==> config.mk <==
export PLATFORM = sky130hd
export DESIGN_NAME = cache_arbiter
export DESIGN_NICKNAME = d
export VERILOG_FILES = /design/src/rtl/rv32i_types.sv /design/src/rtl/cache_arbiter.sv
export SDC_FILE = /design/constraint.sdc
export NUM_CORES = 1
export LEC_CHECK = 0
export BUFFER_PORTS_ARGS = -buffer_cell sky130_fd_sc_hd__clkbuf_2
export CAP_MARGIN = 30
export CORE_AREA = 3 3 536 538
export CTS_CLUSTER_DIAMETER = 30
export DETAILED_ROUTE_END_ITERATION = 16
export DIE_AREA = 0 0 539 541
export GPL_TIMING_DRIVEN = 0
export HOLD_SLACK_MARGIN = 0.08
export SYNTH_ARGS = -nofsm -noshare
export SYNTH_HDL_FRONTEND = slang
export SYNTH_SLANG_ARGS = --single-unit
==> constraint.sdc <==
create_clock -name clk -period 2.91 [get_ports clk]
set_input_delay 0 -clock clk [delete_from_list [all_inputs] [get_ports clk]]
set_output_delay 0 -clock clk [all_outputs]
set_load 0.03 [all_outputs]
==> src/rtl/rv32i_types.sv <==
// ============================================================================
// Module      : rv32i_types
// Description : Shared types and constants for the memory-side cache blocks.
// Revision    : 1.0 - initial release with the cache arbiter state type
// ============================================================================
`default_nettype none

package rv32i_types;

    localparam int c_ADDR_W = 32;
    localparam int c_LINE_W = 256;

    typedef enum logic [1:0] {
        IDLE    = 2'd0,
        SERVE_I = 2'd1,
        SERVE_D = 2'd2,
        DONE    = 2'd3
    } arb_state_t;

endpackage

`default_nettype wire

==> src/rtl/cache_arbiter.sv <==
// ============================================================================
// Module      : cache_arbiter
// Description : Shares one memory line port between icache and dcache.
// Revision    : 1.0 - initial release
// ============================================================================
`default_nettype none

module cache_arbiter
    import rv32i_types::*;
#(
    parameter int ADDR_W = c_ADDR_W,
    parameter int LINE_W = c_LINE_W
) (
    input  logic              clk,
    input  logic              rst,
    input  logic              i_read,
    input  logic [ADDR_W-1:0] i_addr,
    output logic [LINE_W-1:0] i_rdata,
    output logic              i_resp,
    input  logic              d_read,
    input  logic              d_write,
    input  logic [ADDR_W-1:0] d_addr,
    input  logic [LINE_W-1:0] d_wdata,
    output logic [LINE_W-1:0] d_rdata,
    output logic              d_resp,
    output logic              mem_read,
    output logic              mem_write,
    output logic [ADDR_W-1:0] mem_addr,
    output logic [LINE_W-1:0] mem_wdata,
    input  logic [LINE_W-1:0] mem_rdata,
    input  logic              mem_resp,
    output logic              proto_err
);

    arb_state_t        r_state;
    arb_state_t        w_state_next;
    logic              r_last_d;
    logic              r_cmd_write;
    logic [ADDR_W-1:0] r_cmd_addr;
    logic [LINE_W-1:0] r_cmd_wdata;
    logic              r_proto_err;
    logic              w_i_req;
    logic              w_d_req;
    logic              w_grant_i;
    logic              w_grant_d;
    logic              w_serve_i;
    logic              w_serve_d;

    assign w_i_req = i_read;
    assign w_d_req = d_read | d_write;

    // Ties go to whichever cache was not served last, so neither can starve.
    always_comb begin
        w_state_next = r_state;
        w_grant_i    = 1'b0;
        w_grant_d    = 1'b0;
        case (r_state)
            IDLE: begin
                if (w_i_req && w_d_req) begin
                    w_grant_i = r_last_d;
                    w_grant_d = ~r_last_d;
                end else begin
                    w_grant_i = w_i_req;
                    w_grant_d = w_d_req;
                end
                if (w_grant_d) begin
                    w_state_next = SERVE_D;
                end else if (w_grant_i) begin
                    w_state_next = SERVE_I;
                end
            end
            SERVE_I, SERVE_D: begin
                if (mem_resp) begin
                    w_state_next = DONE;
                end
            end
            DONE:    w_state_next = IDLE;
            default: w_state_next = IDLE;
        endcase
    end

    always_ff @(posedge clk or negedge rst) begin
        if (!rst) begin
            r_state <= IDLE;
        end else begin
            r_state <= w_state_next;
        end
    end

    // A combined read+write from the dcache is carried out as a write.
    always_ff @(posedge clk or negedge rst) begin
        if (!rst) begin
            r_last_d    <= 1'b0;
            r_cmd_write <= 1'b0;
            r_cmd_addr  <= '0;
            r_cmd_wdata <= '0;
        end else if (w_grant_d) begin
            r_last_d    <= 1'b1;
            r_cmd_write <= d_write;
            r_cmd_addr  <= d_addr;
            r_cmd_wdata <= d_wdata;
        end else if (w_grant_i) begin
            r_last_d    <= 1'b0;
            r_cmd_write <= 1'b0;
            r_cmd_addr  <= i_addr;
            r_cmd_wdata <= '0;
        end
    end

    always_ff @(posedge clk or negedge rst) begin
        if (!rst) begin
            r_proto_err <= 1'b0;
        end else if (d_read && d_write) begin
            r_proto_err <= 1'b1;
        end
    end

    assign w_serve_i = (r_state == SERVE_I);
    assign w_serve_d = (r_state == SERVE_D);

    assign mem_read  = (w_serve_i | w_serve_d) & ~r_cmd_write;
    assign mem_write = (w_serve_i | w_serve_d) & r_cmd_write;
    assign mem_addr  = r_cmd_addr;
    assign mem_wdata = r_cmd_wdata;

    assign i_resp    = w_serve_i & mem_resp;
    assign d_resp    = w_serve_d & mem_resp;
    assign i_rdata   = w_serve_i ? mem_rdata : '0;
    assign d_rdata   = w_serve_d ? mem_rdata : '0;
    assign proto_err = r_proto_err;

endmodule

`default_nettype wire

After elaboration in Yosys (flattened, before gate mapping):

Cells that the tools add are included.

* word-level logic and storage cells: 44
* flip-flop bits (word level): 293
* bits of input ports: 582

* equality and inequality tests: 5
* reduce and logical (&&, ||, !) cells: 6
* bitwise gates (word level): 8
* multiplexer cells: 19

Operators by type and width (count)
* $mux 256: 4
* $mux 32: 2
* $mux 1: 9
* $mux 2: 3
* $pmux 2 s3: 1
* $and 1x1->1: 4
* $eq 2x2->1 const B: 2
* $ne 3x1->1 const B: 1
* $eq 2x1->1 const B: 1
* $logic_and 1x1->1: 2
* $logic_not 2->1: 1
* $ne 2x2->1 const B: 1
* $not 1->1: 2
* $or 1x1->1: 2
* $reduce_and 2->1: 1
* $reduce_bool 2->1: 1
* $reduce_or 2->1: 1

Longest topological paths before layout:

Gate-level depths: netlist of run 1.

* depth in word-level cells: 7
* depth in mapped cells: 8
* depth with buffers taken out: 5

Least setup slack after synthesis of run 1:

No wires, ideal clock.

* kind: register -> register
* from: register r_state[0]
* to: register r_cmd_addr[0] (netlist: mem_addr[0])
* required time: 2827 ps
* arrival: 1432 ps
* path buffers: 2
* setup slack: 1395 ps
* cell stages (with the launch flop): 8
* cells stage by stage: dfrtp_1 > inv_1 > ha_1 > buf_2 > o31a_1 > clkbuf_1 > o21ai_0 > o21ai_0

* cells in the longest elaborated chain, start to end: 3
* elaborated cells between the ends (all ways): 5
* classes of those cells: mux (3); reduce/logical (2)

RTL lines
* start: declaration: RTL line cache_arbiter.sv:35 `arb_state_t r_state;`
* start signal: assignment: RTL line cache_arbiter.sv:86 `r_state <= w_state_next;`
* $logic_not 2->1 *: RTL line cache_arbiter.sv:57 `case (r_state)`
* $mux 1: RTL line cache_arbiter.sv:57
* $mux 32 / $reduce_bool 2->1 (equally long branches)
* end signal: assignment: RTL line cache_arbiter.sv:100 `r_cmd_addr <= d_addr;`
* end signal: assignment: RTL line cache_arbiter.sv:105 `r_cmd_addr <= i_addr;`
* end: declaration: RTL line cache_arbiter.sv:39 `logic [ADDR_W-1:0] r_cmd_addr;`

Mark *: on every way between the ends. The rest lies on a longest branch, timed or not.
A chain may end at the register's enable or synchronous reset.

Worst setup path in the final report of run 1:

* from: register r_state[0]
* to: output d_rdata[29]

* cells in the longest elaborated chain, start to end: 2

RTL lines
* $eq 2x2->1: RTL line cache_arbiter.sv:119 `assign w_serve_d = (r_state == SERVE_D);`
* $mux 256: RTL line cache_arbiter.sv:129 `assign d_rdata = w_serve_d ? mem_rdata : '0;`
* end: declaration: RTL line cache_arbiter.sv:24 `output logic [LINE_W-1:0] d_rdata,`

Every way passes these cells.

==> impl_metrics.ini, run 1 <==
[placed_design]
place.gp.congestion = 0.995
place_ws_ns = -0.350
hpwl_um = 196000
port_buffers = 1385

[critical_path]
worstRegToRegCells = 6
crit_path_max_fanout = 10
critical_path_class = reg -> out
critPathRequiredTime_ns = 2.91
startpoint = r_state[0]
reg2reg_to = mem_wdata[126]
reg2reg_slack_ns = 0.39
cp-start-kind = register
crit_buf_inv = 4
r2r-start = r_state[0]
critical_path.top_delay_family = buffers and inverters
crit_path_end_kind = output pin
path_cells = inv_1 > ha_4 > buf_2 > buf_1 > and2_1 > clkbuf_2
cp.depth = 6
arrival_ns = 2.75
max_stage_delay_ns = 0.44
cp_slowest_cell = buf_1
crit_end = d_rdata[29]

[detailed_routing]
ant_nets = 0
routed_wirelength_um = 218000
post_drt_wl_per_cell_um = 31.0
dr.first_iter.drc_count = 1708
num_vias = 20400
first_pass_iters = 5
via_per_inst = 2.90
drcViolationCount = 0

[logic_synthesis]
syn_inst = 1346
yosysSeqAreaShare_pct = 51.3
ys_ff_latch = 293
ys_warn_count = 0
syn_area_mm2 = 0.0143
synth_area_per_cell_um2 = 10.6
synth_nets = 1931
synthDistinctLibCells = 23

[sta]
skew_ns = 0.0404
slew_headroom_pct = 47.6
max_freq_ghz = 0.363
rsz0062_at_grt = no
tightest_slew_ns = 0.786
fin_crit_sh_pct = 94.6
fin_ws_ns = 0.158
layout_min_cycle_time_ns = 2.75
hold_violations = 0
slew_violations = 0
setup_viol = 0

[power]
peakVddDrop_v = 0.000652
power_density_mw_per_mm2 = 1240
total_power_mw = 40.3
leakage_nw = 15.8

[floorplan]
ios = 1387
dieArea_mm2 = 0.292
row_count = 195
die_y_um = 541
die_x_um = 539
design.core.area_mm2 = 0.283
initial_core_util_pct = 5.06

[clocking]
clkLatencyLatePin_ns = 0.65
cts_sinks = 293
clk_pin_slew_ns = 0.05
cts_tree = built
htreeDepth = 3
cts_buffers = 69
cts-root-buf = clkbuf_16
clk_path_buf_depth = 3

[final_layout]
nets = 3771
areaGrowthSynthToFinish_pct = 128
final_cell_mix = clkbuf_2, and2_1, dlygate4sd3_1
layout_commonest_cell = clkbuf_2
drive_above_1_share_pct = 49.0

[grt]
grt_pass1_wl_um = 263000
grt_use_total_pct = 14.3
grt_pass1_vias = 20400
grt_max_degree = 109
antenna_found_initial = 157
overflow = 0

[status]
status = completed

[worst_hold_path]
hp-class = in -> reg

[flow_run]
maxCapViolCount = 0
worst min path at each step:
stage,from,endpoint,slack [ns],depth (start not counted)
4_1_cts,d_wdata[108],mem_wdata[108],0.08,3
3_3_place_gp,d_wdata[69],mem_wdata[69],0.22,2
2_1_floorplan,rst,mem_addr[0],-0.30,0
3_5_place_dp,rst,mem_wdata[63],-0.10,1
6_report,d_wdata[194],mem_wdata[194],0.14,3
5_1_grt,d_wdata[55],mem_wdata[55],0.11,3
synthesized netlist by cell type, drive strengths merged:
library cell / instances / area [µm²]
a21o: 2 / 15.0
a2bb2oi: 1 / 15.0
nand2: 32 / 120
dfrtp: 293 / 7330
ha: 3 / 37.5
buf: 47 / 385
o2bb2ai: 1 / 8.76
a21boi: 1 / 7.51
o21ai: 65 / 325
nor4b: 1 / 8.76
o31a: 2 / 17.5
clkbuf: 84 / 315
inv: 2 / 7.51
and2: 516 / 3230
o31ai: 1 / 7.51
a21oi: 33 / 165
nor2b: 2 / 12.5
a221oi: 1 / 8.76
nor3: 1 / 5.00
a22o: 258 / 2260
registers in the layout, indices dropped and copies added (netlist names):
register / count
mem_wdata: 256
mem_addr: 32
r_state: 2
proto_err: 1
r_cmd_write: 1
r_last_d: 1
what timing repair did:
item | 4_1_cts | 5_1_grt
buffers inserted | 1 | 0
gates cloned | 0 | 0
hold endpoints to repair | 427 | 0
pin swaps | 0 | 0
hold buffers | 378 | 0
resized for setup | 47 | 16
setup endpoints to repair | 485 | 30
layout make-up:
cell class | count | area [µm²]
Fill cell | 32500 | 250000
Timing Repair Buffer | 1769 | 10900
Sequential cell | 293 | 7330
Multi-Input combinational cell | 920 | 6270
Tap cell | 3743 | 4680
Clock buffer | 84 | 1890
Buffer | 131 | 747
Clock inverter | 43 | 603
Antenna cell | 41 | 103
Inverter | 2 | 7.51
metrics by stage:
| step | hold slack [ns] | TNS [ns] | area [µm²] | utilization [%] | cells |
|---|---|---|---|---|---|
| CTS | 0.0802 | 0 | 32500 | 11.5 | 6985 |
| finish | 0.139 | 0 | 32600 | 11.5 | 7026 |
| detailed placement | -0.102 | -15.13 | 26000 | 9.22 | 6479 |
| global placement | 0.223 | -1622.04 | 25900 | 9.17 | 6474 |
| global route | 0.106 | 0 | 32500 | 11.5 | 7006 |
| floorplan | -0.296 | 0 | 14300 | - | 1346 |
metal layers:
metal / GRT usage, % / vias up / wire length, µm
met2: 23.0 / 1712 / 97200
met3: 9.15 / 418 / 34400
li1: - / 8392 / -
met4: 4.66 / 30 / 8740
met5: 1.50 / - / 773
met1: 15.2 / 9818 / 76800
worst register-to-register path, delay by kind of cell (launching register included):
| family | cells | cell delay [ns] |
|---|---|---|
| buf+inv | 3 | 1.35 |
| compound gates | 2 | 0.44 |
| flops | 1 | 0.38 |
| fa+ha+maj | 1 | 0.26 |
report_power, final:
part / total, mW / switching (mW) / leakage [nW] / internal [mW]
clock network: 8.43 / 2.99 / 1.20 / 5.44
registers: 7.09 / 1.26 / 3.73 / 5.84
logic: 24.7 / 18.4 / 10.9 / 6.31
total: 40.3 / 22.7 / 15.8 / 17.6
cell families (layout without fill, tap and decap cells):
kind of cell | after synthesis | count (layout) | share of synthesized area [%]
and+or+nand+nor | 552 | 552 | 23.6
AOI/OAI and AO/OA | 365 | 365 | 19.8
other | 0 | 41 | 0
adders and majority gates | 3 | 3 | 0.263
DFF | 293 | 293 | 51.3
buffers and inverters | 133 | 2029 | 4.96
No activity file was read; power rests on OpenSTA's default activity.
==> inputs of run 2 (changes only) <==
Settings changed: CORE_AREA 3 3 536 538 to 3 3 540 542, DIE_AREA 0 0 539 541 to 0 0 543 545.
Clock period 2.91 ns to 2.3 ns, I/O delays scaled along.
==> run 2 against run 1 <==
  * First-iteration DRC count up 10%
  * Flip-flop and latch count unchanged
  * Global-route usage about the same
  * Total power up 36%
  * Wire length up 3.1%
  * Non-clock buffer count up 54
  * Setup slack worse by 0.090 ns
  * Cell area up 9.6%
  * Clock power up 18%
  * Critical endpoint is now mem_addr[4]
  * Largest cell class unchanged
  * Largest power group unchanged
==> impl_metrics.ini, run 2 (same netlist as run 1, synthesis figures left out) <==
[sta]
hold_violations = 0
skew_ns = 0.0429
slew_violations = 0
layout_min_cycle_time_ns = 2.23
slew_headroom_pct = 50.1
rsz0062_at_grt = yes
fin_crit_sh_pct = 97.1
max_freq_ghz = 0.448
tightest_slew_ns = 0.749
setup_viol = 0
fin_ws_ns = 0.0677

[grt]
antenna_found_initial = 160
grt_use_total_pct = 14.4
grt_max_degree = 101
grt_pass1_vias = 20600
overflow = 0
grt_pass1_wl_um = 264000

[final_layout]
layout_commonest_cell = clkbuf_2
final_cells = 7124
nets = 3823
drive_above_1_share_pct = 52.1
nFillCells = 32700
largest_reg_flops = 256
final_cell_mix = clkbuf_2, and2_1, dlygate4sd3_1
areaGrowthSynthToFinish_pct = 150

[clocking]
cts_tree = built
cts-root-buf = clkbuf_16
cts_sinks = 293
clkLatencyLatePin_ns = 0.63
clk_pin_slew_ns = 0.06
clk_path_buf_depth = 3
cts_buffers = 67
htreeDepth = 3

[critical_path]
worstRegToRegCells = 8
cp-start-kind = register
r2r-start = r_state[1]
crit_path_max_fanout = 10
critPathRequiredTime_ns = 2.80
critical_path_class = reg -> reg
reg2reg_slack_ns = 0.07
crit_path_end_kind = register
arrival_ns = 2.74
reg2reg_to = mem_addr[4]

[detailed_routing]
top_layer = met5
first_pass_iters = 5
routed-wl-met3_um = 39600
wl_met1_um = 75300
num_vias = 20900
ant_nets = 0
routed_wirelength_um = 225000
post_drt_wl_per_cell_um = 31.6
via_per_inst = 2.93
wl_met2_um = 97400
dr.first_iter.drc_count = 1879
drcViolationCount = 0

[floorplan]
design.core.area_mm2 = 0.287
initial_core_util_pct = 4.97
die_x_um = 543
row_count = 197
die_y_um = 545
ios = 1387
dieArea_mm2 = 0.296

[status]
status = completed

[placed_design]
hpwl_um = 197000
place_ws_ns = -0.840
place.gp.congestion = 0.984
port_buffers = 1385
placedCellCount = 6520

[worst_hold_path]
hold-path-cell-count = 3
hp-start = d_wdata[209]
hp-class = in -> reg
whs_endpoint = mem_wdata[209]

[power]
leakage_nw = 16.9
peakVddDrop_v = 0.000878
power_density_mw_per_mm2 = 1540

[flow_run]
maxCapViolCount = 0
==> run 2: per-stage QoR <==
stage                     hold slack (ns)  area (µm²)  setup TNS (ns)  util, %  total power, mW
after global placement              0.224       25900        -2170.76     9.03             40.2
final                               0.135       35700               0     12.4             54.8
after CTS                          0.0803       35100           -2.31     12.2             54.4
after floorplan                    -0.296       14300               0        -             24.8
after global routing               0.0906       35600          -0.327     12.4             57.5
after detailed placement          -0.0729       26100          -82.73     9.08             40.2
==> run 2: report_power, final <==
group | internal (mW) | switching, mW | total (mW)
Combinational | 11.3 | 24.6 | 35.9
Sequential | 7.38 | 1.61 | 9.00
Clock | 6.25 | 3.67 | 9.92
==> run 2: routing by layer <==
layer | track usage (%) | vias up
met2 | 21.8 | 1844
met3 | 10.7 | 458
met1 | 14.3 | 10000
li1 | - | 8504
met5 | 0 | -
met4 | 7.74 | 36
==> run 2: worst max-delay path: stages (launching register included) <==
cell and delay (ns):
dfrtp_1 0.37, inv_2 0.08, buf_4 0.11, ha_1 0.20, buf_2 0.24, o31a_1 0.31, clkbuf_2 0.24, o21ai_0 0.27
o21ai_0 0.27
==> run 2: worst max path at each step <==
| stage | startpoint | depth (start not counted) | slack (ns) | to |
|---|---|---|---|---|
| floorplan | r_state[0] | 7 | 0.79 | mem_addr[0] |
| detailed placement | r_state[0] | 6 | -0.84 | d_rdata[165] |
| CTS | r_state[1] | 8 | -0.09 | i_rdata[143] |
| global route | r_state[0] | 6 | -0.06 | d_rdata[165] |
| finish | r_state[1] | 8 | 0.07 | mem_addr[4] |
| global placement | rst | 1 | -5.85 | mem_wdata[158] |
==> run 2: what timing repair did <==
item                       CTS  global route
pin swaps                   17             3
gates cloned                 4             4
hold buffers               415             0
buffers inserted             5             4
resized for setup          624           252
setup endpoints to repair  626           314
hold endpoints to repair   585             0
==> run 2: area by class of cell <==
class | count | area, µm² | share of cell area (%)
clock inverters | 34 | 483 | 1.35
flip-flops and latches | 293 | 7330 | 20.5
well taps | 3781 | 4730 | 13.3
multi-input cells | 920 | 6480 | 18.2
repair buffers | 1824 | 13400 | 37.6
inverters | 2 | 7.51 | 0.0210
plain buffers | 130 | 1260 | 3.52
diodes | 54 | 135 | 0.379
clock buffers | 86 | 1850 | 5.18
